### config.mk
export PLATFORM = sky130hd
export DESIGN_NAME = mpu_store
export DESIGN_NICKNAME = d
export VERILOG_FILES = /design/src/rtl/global_defs.sv /design/src/rtl/mpu_pkg.sv /design/src/rtl/mpu_store_fifo.sv /design/src/rtl/mpu_store.sv
export SDC_FILE = /design/constraint.sdc
export NUM_CORES = 1
export LEC_CHECK = 0
export BUFFER_PORTS_ARGS = -buffer_cell sky130_fd_sc_hd__buf_2
export CORE_MARGIN = 8
export CORE_UTILIZATION = 57
export CTS_CLUSTER_DIAMETER = 60
export DETAILED_ROUTE_END_ITERATION = 8
export PLACE_DENSITY = 0.89
export SETUP_SLACK_MARGIN = 0.5
export SYNTH_ARGS = -nofsm -noshare
export SYNTH_HDL_FRONTEND = slang
export SYNTH_SLANG_ARGS = --single-unit
### constraint.sdc
create_clock -name clk -period 4.9 [get_ports clk]
set_input_delay 0.245 -clock clk [delete_from_list [all_inputs] [get_ports clk]]
set_output_delay 0.245 -clock clk [all_outputs]
set_load 0.05 [all_outputs]
### src/rtl/global_defs.sv
// Global widths and matrix limits shared by the MPU datapath.
// Latency: n/a (constants only).
// Backpressure: n/a.
package global_defs;

    localparam int FPBITS          = 31;  // element is FPBITS+1 bits wide
    localparam int MBITS           = 2;   // row index/size is MBITS+1 bits wide
    localparam int NBITS           = 2;   // column index/size is NBITS+1 bits wide
    localparam int MATRIX_REG_BITS = 2;   // register address is MATRIX_REG_BITS+1 bits wide
    localparam int M               = 4;   // largest legal row count
    localparam int N               = 4;   // largest legal column count

endpackage

### src/rtl/mpu_pkg.sv
// Shared MPU types: load/store FSM states, the store beat record, size check helper.
// Latency: n/a (types only).
// Backpressure: n/a.
package mpu_pkg;

    import global_defs::*;

    typedef enum logic [1:0] {
        LOAD_IDLE,
        LOAD_CHECK,
        LOAD_WRITE
    } load_state_t;

    typedef enum logic [1:0] {
        STORE_IDLE,
        STORE_CHECK,
        STORE_READ,
        STORE_DRAIN
    } store_state_t;

    // One outgoing beat: element plus its coordinates and the final-beat flag.
    typedef struct packed {
        logic [FPBITS:0] element;
        logic [MBITS:0]  i;
        logic [NBITS:0]  j;
        logic            last;
    } store_beat_t;

    // A matrix is storable when both dimensions are non-zero and within M x N.
    function automatic logic store_size_ok(input logic [MBITS:0] m, input logic [NBITS:0] n);
        return (m != '0) && (n != '0) && (m <= M[MBITS:0]) && (n <= N[NBITS:0]);
    endfunction

endpackage

### src/rtl/mpu_store_fifo.sv
// Purpose: small synchronous FIFO of store_beat_t entries buffering register-file read returns.
// Latency: push visible at head the cycle after the push edge; head is read combinationally.
// Backpressure: push ignored when full, pop ignored when empty; the parent never relies on either.
// Ports: clk/rst_n (sync, active low), push/push_dat, pop, head, full, empty, count.
module mpu_store_fifo
    import mpu_pkg::*;
#(
    parameter int  FIFO_DEPTH = 2,
    localparam int PW         = (FIFO_DEPTH > 1) ? $clog2(FIFO_DEPTH) : 1,
    localparam int CW         = $clog2(FIFO_DEPTH + 1)
) (
    input  logic          clk,
    input  logic          rst_n,
    input  logic          push,
    input  store_beat_t   push_dat,
    input  logic          pop,
    output store_beat_t   head,
    output logic          full,
    output logic          empty,
    output logic [CW-1:0] count
);

    store_beat_t   mem [FIFO_DEPTH];
    logic [PW-1:0] wr_ptr;
    logic [PW-1:0] rd_ptr;
    logic          do_push;
    logic          do_pop;

    // Pointers wrap explicitly so non-power-of-two depths work.
    function automatic logic [PW-1:0] ptr_inc(input logic [PW-1:0] p);
        return (p == PW'(FIFO_DEPTH - 1)) ? '0 : p + PW'(1);
    endfunction

    assign full    = (count == CW'(FIFO_DEPTH));
    assign empty   = (count == '0);
    assign do_push = push && !full;
    assign do_pop  = pop && !empty;
    assign head    = mem[rd_ptr];

    always_ff @(posedge clk) begin
        if (do_push) begin
            mem[wr_ptr] <= push_dat;
        end
    end

    always_ff @(posedge clk) begin
        if (!rst_n) begin
            wr_ptr <= '0;
            rd_ptr <= '0;
            count  <= '0;
        end else begin
            if (do_push) begin
                wr_ptr <= ptr_inc(wr_ptr);
            end
            if (do_pop) begin
                rd_ptr <= ptr_inc(rd_ptr);
            end
            count <= count + CW'(do_push) - CW'(do_pop);
        end
    end

endmodule

### src/rtl/mpu_store.sv
// Purpose: streams one matrix from the register file to a memory sink, row-major, one element per beat.
// Latency: start sampled at edge 0 -> ack in cycle 2, first read in cycle 2, first valid beat in cycle 4.
// Backpressure: valid/ready on the sink side; reads are throttled so buffered + in-flight never exceed FIFO_DEPTH.
// Ports: store_en_in/mem_store_addr_in start a store, ack/error pulse the outcome; mem_store_* carry beats
//        and latched sizes; reg_store_* drive 1-cycle-latency reads and return data/sizes from the register file.
module mpu_store
    import global_defs::*, mpu_pkg::*;
#(
    parameter int FIFO_DEPTH = 2
) (
    input  logic                     clk,
    input  logic                     rst_n,
    input  logic                     store_en_in,
    input  logic [MATRIX_REG_BITS:0] mem_store_addr_in,
    output logic                     mem_store_ack_out,
    output logic                     mem_store_error_out,
    output logic                     mem_store_valid_out,
    input  logic                     mem_store_ready_in,
    output logic [FPBITS:0]          mem_store_element_out,
    output logic [MBITS:0]           mem_i_store_loc_out,
    output logic [NBITS:0]           mem_j_store_loc_out,
    output logic [MBITS:0]           mem_m_store_size_out,
    output logic [NBITS:0]           mem_n_store_size_out,
    output logic                     mem_store_last_out,
    output logic                     reg_store_en_out,
    output logic [MATRIX_REG_BITS:0] reg_store_addr_out,
    output logic [MBITS:0]           reg_i_store_loc_out,
    output logic [NBITS:0]           reg_j_store_loc_out,
    input  logic [FPBITS:0]          reg_store_element_in,
    input  logic [MBITS:0]           reg_m_store_size_in,
    input  logic [NBITS:0]           reg_n_store_size_in
);

    localparam int             CW    = $clog2(FIFO_DEPTH + 1);
    localparam logic [MBITS:0] I_ONE = {{MBITS{1'b0}}, 1'b1};
    localparam logic [NBITS:0] J_ONE = {{NBITS{1'b0}}, 1'b1};

    store_state_t             state;
    store_state_t             state_nxt;
    logic [MATRIX_REG_BITS:0] addr_q;
    logic [MBITS:0]           m_q;
    logic [NBITS:0]           n_q;
    logic [MBITS:0]           i_q;
    logic [NBITS:0]           j_q;
    logic                     ack_q;
    logic                     err_q;

    // Tag of the read issued last cycle; its data arrives this cycle.
    logic                     infl_vld;
    logic [MBITS:0]           infl_i;
    logic [NBITS:0]           infl_j;
    logic                     infl_last;

    store_beat_t              push_dat;
    store_beat_t              head;
    logic                     fifo_full;
    logic                     fifo_empty;
    logic [CW-1:0]            fifo_count;

    logic                     pop;
    logic                     size_ok;
    logic                     rd_last;
    logic                     can_issue;
    logic                     rd_en;

    assign size_ok = store_size_ok(reg_m_store_size_in, reg_n_store_size_in);
    assign pop     = !fifo_empty && mem_store_ready_in;
    assign rd_last = (i_q == m_q - I_ONE) && (j_q == n_q - J_ONE);

    // A read issued now lands in the FIFO two edges later; count the slot it will need
    // against what is buffered, what is already in flight and what leaves this cycle.
    assign can_issue = (!fifo_full || pop) &&
                       ((int'(fifo_count) + int'(infl_vld)) < (FIFO_DEPTH + int'(pop)));
    assign rd_en     = (state == STORE_READ) && can_issue;

    always_comb begin
        state_nxt = state;
        case (state)
            STORE_IDLE:  if (store_en_in) state_nxt = STORE_CHECK;
            STORE_CHECK: state_nxt = size_ok ? STORE_READ : STORE_IDLE;
            STORE_READ:  if (rd_en && rd_last) state_nxt = STORE_DRAIN;
            STORE_DRAIN: if (pop && head.last) state_nxt = STORE_IDLE;
            default:     state_nxt = STORE_IDLE;
        endcase
    end

    always_ff @(posedge clk) begin
        if (!rst_n) begin
            state     <= STORE_IDLE;
            addr_q    <= '0;
            m_q       <= '0;
            n_q       <= '0;
            i_q       <= '0;
            j_q       <= '0;
            ack_q     <= 1'b0;
            err_q     <= 1'b0;
            infl_vld  <= 1'b0;
            infl_i    <= '0;
            infl_j    <= '0;
            infl_last <= 1'b0;
        end else begin
            state <= state_nxt;
            ack_q <= 1'b0;
            err_q <= 1'b0;
            if (state == STORE_IDLE && store_en_in) begin
                addr_q <= mem_store_addr_in;
            end
            if (state == STORE_CHECK) begin
                if (size_ok) begin
                    m_q   <= reg_m_store_size_in;
                    n_q   <= reg_n_store_size_in;
                    i_q   <= '0;
                    j_q   <= '0;
                    ack_q <= 1'b1;
                end else begin
                    err_q <= 1'b1;
                end
            end
            if (rd_en) begin
                // Wrap to (0,0) after the final read so pointers stay within m-1/n-1.
                if (j_q == n_q - J_ONE) begin
                    j_q <= '0;
                    i_q <= rd_last ? '0 : i_q + I_ONE;
                end else begin
                    j_q <= j_q + J_ONE;
                end
            end
            infl_vld  <= rd_en;
            infl_i    <= i_q;
            infl_j    <= j_q;
            infl_last <= rd_last;
        end
    end

    assign push_dat = '{element: reg_store_element_in, i: infl_i, j: infl_j, last: infl_last};

    mpu_store_fifo #(
        .FIFO_DEPTH (FIFO_DEPTH)
    ) u_fifo (
        .clk      (clk),
        .rst_n    (rst_n),
        .push     (infl_vld),
        .push_dat (push_dat),
        .pop      (pop),
        .head     (head),
        .full     (fifo_full),
        .empty    (fifo_empty),
        .count    (fifo_count)
    );

    // Beat fields are forced to zero while nothing is valid so stale entries never leak out.
    assign mem_store_valid_out   = !fifo_empty;
    assign mem_store_element_out = fifo_empty ? '0 : head.element;
    assign mem_i_store_loc_out   = fifo_empty ? '0 : head.i;
    assign mem_j_store_loc_out   = fifo_empty ? '0 : head.j;
    assign mem_store_last_out    = !fifo_empty && head.last;
    assign mem_m_store_size_out  = m_q;
    assign mem_n_store_size_out  = n_q;
    assign mem_store_ack_out     = ack_q;
    assign mem_store_error_out   = err_q;
    assign reg_store_en_out      = rd_en;
    assign reg_store_addr_out    = addr_q;
    assign reg_i_store_loc_out   = i_q;
    assign reg_j_store_loc_out   = j_q;

endmodule

---- Word-level counts from Yosys, hierarchy flattened ----
Memories as Yosys holds them, arrays and structs flattened. A register that Yosys moved wholly into a read port is not among the register bits.
Index checks and enable logic that the tools add are counted.
word-level totals
  memories ................................ 1
  latch bits .............................. 0
  input bits .............................. 45
  register bits ........................... 31
  word-level logic and storage cells ...... 89
  output and inout port bits .............. 58
  memory bits (read-only) ................. 0
  bits in writable memories ............... 78
cells by class
  $add $sub $neg .......................... 10
  bitwise gates (word level) .............. 0
  reduce and logical (&&, ||, !) cells .... 26
  divide/modulo/power cells ............... 0
  shift operators ......................... 0
  order comparisons ....................... 3
  equal/unequal tests ..................... 9
  multiply operators ...................... 0
  mux-type cells .......................... 25
memories
  name        depth  bits a word  rd ports  clocked after Yosys merged registers in  write ports  RTL line              source
  u_fifo.mem  2      39           1         1                                        1            mpu_store_fifo.sv:23  store_beat_t mem [FIFO_DEPTH];
operators by type and width
  kind                                                   number
  2-to-1 mux 3 bit                                       11
  2-to-1 mux 32 bit                                      1
  logical AND 1 bit                                      13
  2-to-1 mux 1 bit                                       8
  2-to-1 mux 2 bit                                       4
  one-hot mux 2 bit (4 select lines)                     1
  adder 3 x 1 -> 3 bit, second input constant            2
  == test 2 bit, second input constant                   3
  == test 3 bit                                          2
  less-or-equal comparator 3 bit, second input constant  2
  AND reduction 2 bit                                    3
  nonzero test 3 bit                                     2
  subtractor 3 x 1 -> 3 bit, second input constant       2
  zero test 2 bit                                        2
  != test 2 bit, second input constant                   2
  nonzero test 2 bit                                     2
  adder 2 x 1 -> 3 bit                                   1
  adder 2 x 1 -> 3 bit, first input constant             1
  less-than comparator 3 bit                             1
  AND reduction 3 bit                                    1
  adder 1 bit, second input constant                     2
  adder 2 x 1 -> 2 bit                                   1
  == test 2 x 1 -> 1 bit, second input constant          1
  zero test 1 bit                                        2
  3 further kinds                                        3

---- Logic depth before layout (Yosys ltp) ----
  word-level depth ........................ 10
  gate-level depth with buffers ........... 8
  depth with buffers taken out ............ 8

---- Modules after synthesis ----
Synthesis repeated with hierarchy kept, for this count alone.
second synthesis, totals
  cells, all modules ...................... 321
  area, all modules ....................... 4626.9 sq um
by module, submodules not included
  module          instances  area an instance (sq um)  cells each
  mpu_store_fifo  1          3095.5                    146
  mpu_store       1          1531.5                    175

---- Worst setup path after synthesis ----
No wires, ideal clock.
  kind .................................... register to register
  start point ............................. reg u_fifo.count[0]
  end point ............................... mem u_fifo.mem[0][0] in the netlist's numbering, enable pin
  setup slack ............................. 2.192 ns
  data arrival time ....................... 2.273 ns
  buffers on the path ..................... 0
  data required time ...................... 4.465 ns
  stages on the path, launching flop included .. 4
  path through ............................ dfxtp_1 -> nand2b_1 -> nand2_1 -> nor2_1
on the way
  cells in the longest elaborated chain, start to end .. 5
RTL lines
  element                                 RTL line              source
  start, declared                         mpu_store_fifo.sv:20  output logic [CW-1:0] count
  start signal, assigned                  mpu_store_fifo.sv:58  count <= count + CW'(do_push) - CW'(do_pop);
  == test 2 bit                           mpu_store_fifo.sv:34  assign full = (count == CW'(FIFO_DEPTH));
  zero test 1 bit                         mpu_store_fifo.sv:36  assign do_push = push && !full;
  logical AND 1 bit                       mpu_store_fifo.sv:36
  2-to-1 mux 1 bit                        mpu_store_fifo.sv:41  if (do_push) begin
  2-to-1 mux 1 bit (not written as such)  mpu_store_fifo.sv:42  mem[wr_ptr] <= push_dat;
  end, declared                           mpu_store_fifo.sv:23
Every way passes these cells.

==> results.txt <==
----------------------------------------------------
[Timing]
  Final setup slack of the worst path ... 2450 ps
  Maximum operating frequency ... 408 MHz
  Setup Skew ... 12.1 ps
  Worst Tran Pin Value ... 1180 ps
  Max-slew violation count ... 0
  Final-layout setup total negative slack ... 0 ps
  Final setup fails ... 0
  Share of the clock period used by the worst path ... 50.0%
  Relative max-transition margin ... 21.5%
  Shortest clock period the worst path allows after layout ... 2450 ps
  Number of hold violations in the final report ... 0
  Setup repair after global routing missed its margin ... false

[Clock network]
  Number of setup buffers added after CTS ... 0
  Post-CTS sizing ... 0
  Number of CTS-inserted buffers ... 9
  Clock transition at the register clock pins on the worst setup and hold paths after CTS ... 110 ps
  Maximum number of buffers from clock root to sink ... 2
  Clock network latency to the later pin of the worst-skew pair ... 370 ps
  Hold-fix buffer count after cts ... 0
  Clock sink count ... 110
  CTS tree ... yes
  Clock root buffer master ... clkbuf_8
  Total number of H-tree levels ... 3

[Flow run]
  Max_cap viols ... 0

[Power]
  P per Cell Area ... 513 nW/um^2
  Relative contribution of the clock network to total power ... 19.3%
  Total internal power ... 1.48 mW
  Part of the power in registers ... 41.4%
  Overall power ... 2.66 mW
  Switching power as a share of total power ... 44.4%
  Worst-case vdd ir drop ... 0.240 mV
  Leakage power total ... 2.09 nW
  Switching component of the power ... 1.18 mW
  Share of total power in combinational logic ... 39.3%

[Route]
  Total wire length ... 8.50 mm
  Total number of vias ... 2830
  Detailed router's first-iteration violation count ... 131
  Via density per instance ... 5.31
  Post-detailed-route count of antenna-violating nets ... 0
  Per-cell routed wire length ... 15.9 um
  DR DRC count ... 0
  First-pass DRT Iterations ... 4

[Synthesis]
  YS warnings ... 0
  Sequential element share of the synthesized area ... 67.7%
  Mapped Avg Cell Area ... 13.5 sq um
  Post-synth ARST share ... 0%
  Number of distinct library cells after synthesis ... 41
  Synthesized netlist net count ... 379
  Cells after Synth ... 326
  Most used flip-flop cell after synthesis ... edfxtp_1
  Count of state elements after synthesis ... 110
  Number of enable flip-flop cells after synthesis ... 78
  Combined area of all synthesized cells ... 4400 sq um

[Placement]
  Post-DP Area ... 5000 sq um
  Final weighted congestion in routability-driven placement ... 0.757
  Post-detailed-placement half-perimeter wirelength ... 5.90 mm
  Number of port buffers ... 102
  Place WS ... 2820 ps

[Layout]
  Most common cell after layout, fill and taps aside ... buf_2
  Util after Layout ... 68.3%
  Nets@finish ... 479
  Synthesis-to-finish area growth ... 18.1%
  Top library cells by usage in the layout, fill and taps aside ... buf_2, edfxtp_1, nor2_1
  Share of post-route cells with drive strength above 1 ... 29.2%
  Diodes inserted ... 0
  Total non-filler cell area in the finished layout ... 5200 sq um

[Floorplanning]
  Die area ... 10800 sq um
  Initial cell density of the core ... 57.9%
  Total I/O pin count ... 103
  Die Y ... 104 um
  Horizontal die dimension ... 104 um
  Rows ... 32
  Core box area ... 7610 sq um

[Status]
  Result of the run ... completed

[GRT]
  Initial antenna violation count ... 0
  Overall overflow remaining after global route ... 0
  Largest net degree at the start of global routing ... 41
  GRT Overall Usage ... 15.6%
  Wire length of the first global-routing pass ... 13.8 mm
  Number of global-route vias before repair ... 2922

[Critical path]
  Worst path arrival time ... 2200 ps
  Req. time, crit path ... 4660 ps
  CP Class ... reg2out
  Critical path capture point type ... primary output
  CP startpoint kind ... flip-flop
  Top fanout value on the critical path ... 39

[Min path]
  Hold Path Class ... in2reg

----------------------------------------------------
## logic make-up (layout without fill, tap and decap cells)
group	Yosys count	after routing	share of synthesized area, %
AOI/OAI and AO/OA	36	36	5.63
xor gates and xnor gates	10	10	2.61
adders and majority gates	8	8	2.27
buffers and inverters	25	130	2.27
DFF	110	110	67.7
muxes	42	42	9.55
and+or+nand+nor	95	95	9.92
## routing by layer
layer | track usage (%) | share of wire (%)
met5 | 0 | 0
met4 | 5.38 | 1.2
met3 | 5.45 | 7.3
met2 | 26.2 | 49
met1 | 18.0 | 42
## through the flow
| step | instances | hold slack, ps |
|---|---|---|
| 2_1_floorplan | 326 | 344 |
| 3_3_place_gp | 517 | 407 |
| 3_5_place_dp | 517 | 414 |
| 4_1_cts | 533 | 44.9 |
| 5_1_grt | 533 | 40.5 |
| 6_report | 533 | 52.7 |
## power groups by stage
stage / Clock [mW] / Combinational, mW / Sequential [mW]
2_1_floorplan: 0 / 0.869 / 1.07
3_3_place_gp: 0 / 1.03 / 1.12
3_5_place_dp: 0 / 1.05 / 1.13
4_1_cts: 0.526 / 1.06 / 1.11
5_1_grt: 0.554 / 1.11 / 1.11
6_report: 0.514 / 1.05 / 1.10
## worst max-delay path, stage by stage, from the launching register on
cell and delay (ps):
dfxtp_2 1130, mux2i_1 240, nor2_1 180, buf_2 290
## worst paths after layout
kind         depth (start not counted)                      from            endpoint  slack [ps]
max                                  3                 flip-flop  mem_store_last_out        2450
min                                  1  reg_store_element_in[11]   u_fifo.mem[1][18]          50
max reg2reg                          3           u_fifo.count[0]    u_fifo.mem[0][1]        2830
min reg2reg                          0                 infl_i[0]    u_fifo.mem[1][4]         430
## flip-flops by register name, summed over array words and instances (netlist names), 2 cells and up, named ones only
name,count
reg_i_store_loc_out,3
infl_i,3
infl_j,3
reg_j_store_loc_out,3
reg_store_addr_out,3
u_fifo.mem,78
mem_n_store_size_out,3
u_fifo.count,2
mem_m_store_size_out,3
## Yosys cell counts (2+ instances only)
cell / n / area share (%)
clkbuf_1: 8 / 0.68
nor3_1: 2 / 0.23
nor2_1: 51 / 4.3
nand2_1: 14 / 1.2
nor2b_1: 4 / 0.57
nor3b_1: 2 / 0.34
and2_1: 6 / 0.85
o21ba_2: 2 / 0.45
mux2i_1: 42 / 9.5
and3_1: 2 / 0.28
a21oi_1: 12 / 1.4
xor2_1: 7 / 1.4
buf_2: 5 / 0.57
edfxtp_1: 78 / 53
dfxtp_1: 32 / 15
o21ai_1: 2 / 0.23
nand3_1: 3 / 0.34
xnor3_1: 2 / 1.0
a31oi_1: 3 / 0.43
o211ai_1: 4 / 0.68
nand4_1: 5 / 0.71
o311ai_0: 3 / 0.60
ha_1: 8 / 2.3
inv_1: 12 / 1.0
## cell type report
type	instances	area, sq um
clock buffers	9	124
clock inverters	7	71.3
fillers	542	2410
inverters	12	45.0
multi-input cells	191	1340
flip-flops and latches	110	2980
well taps	102	128
repair buffers	102	510
No activity file was read; power rests on OpenSTA's default activity.
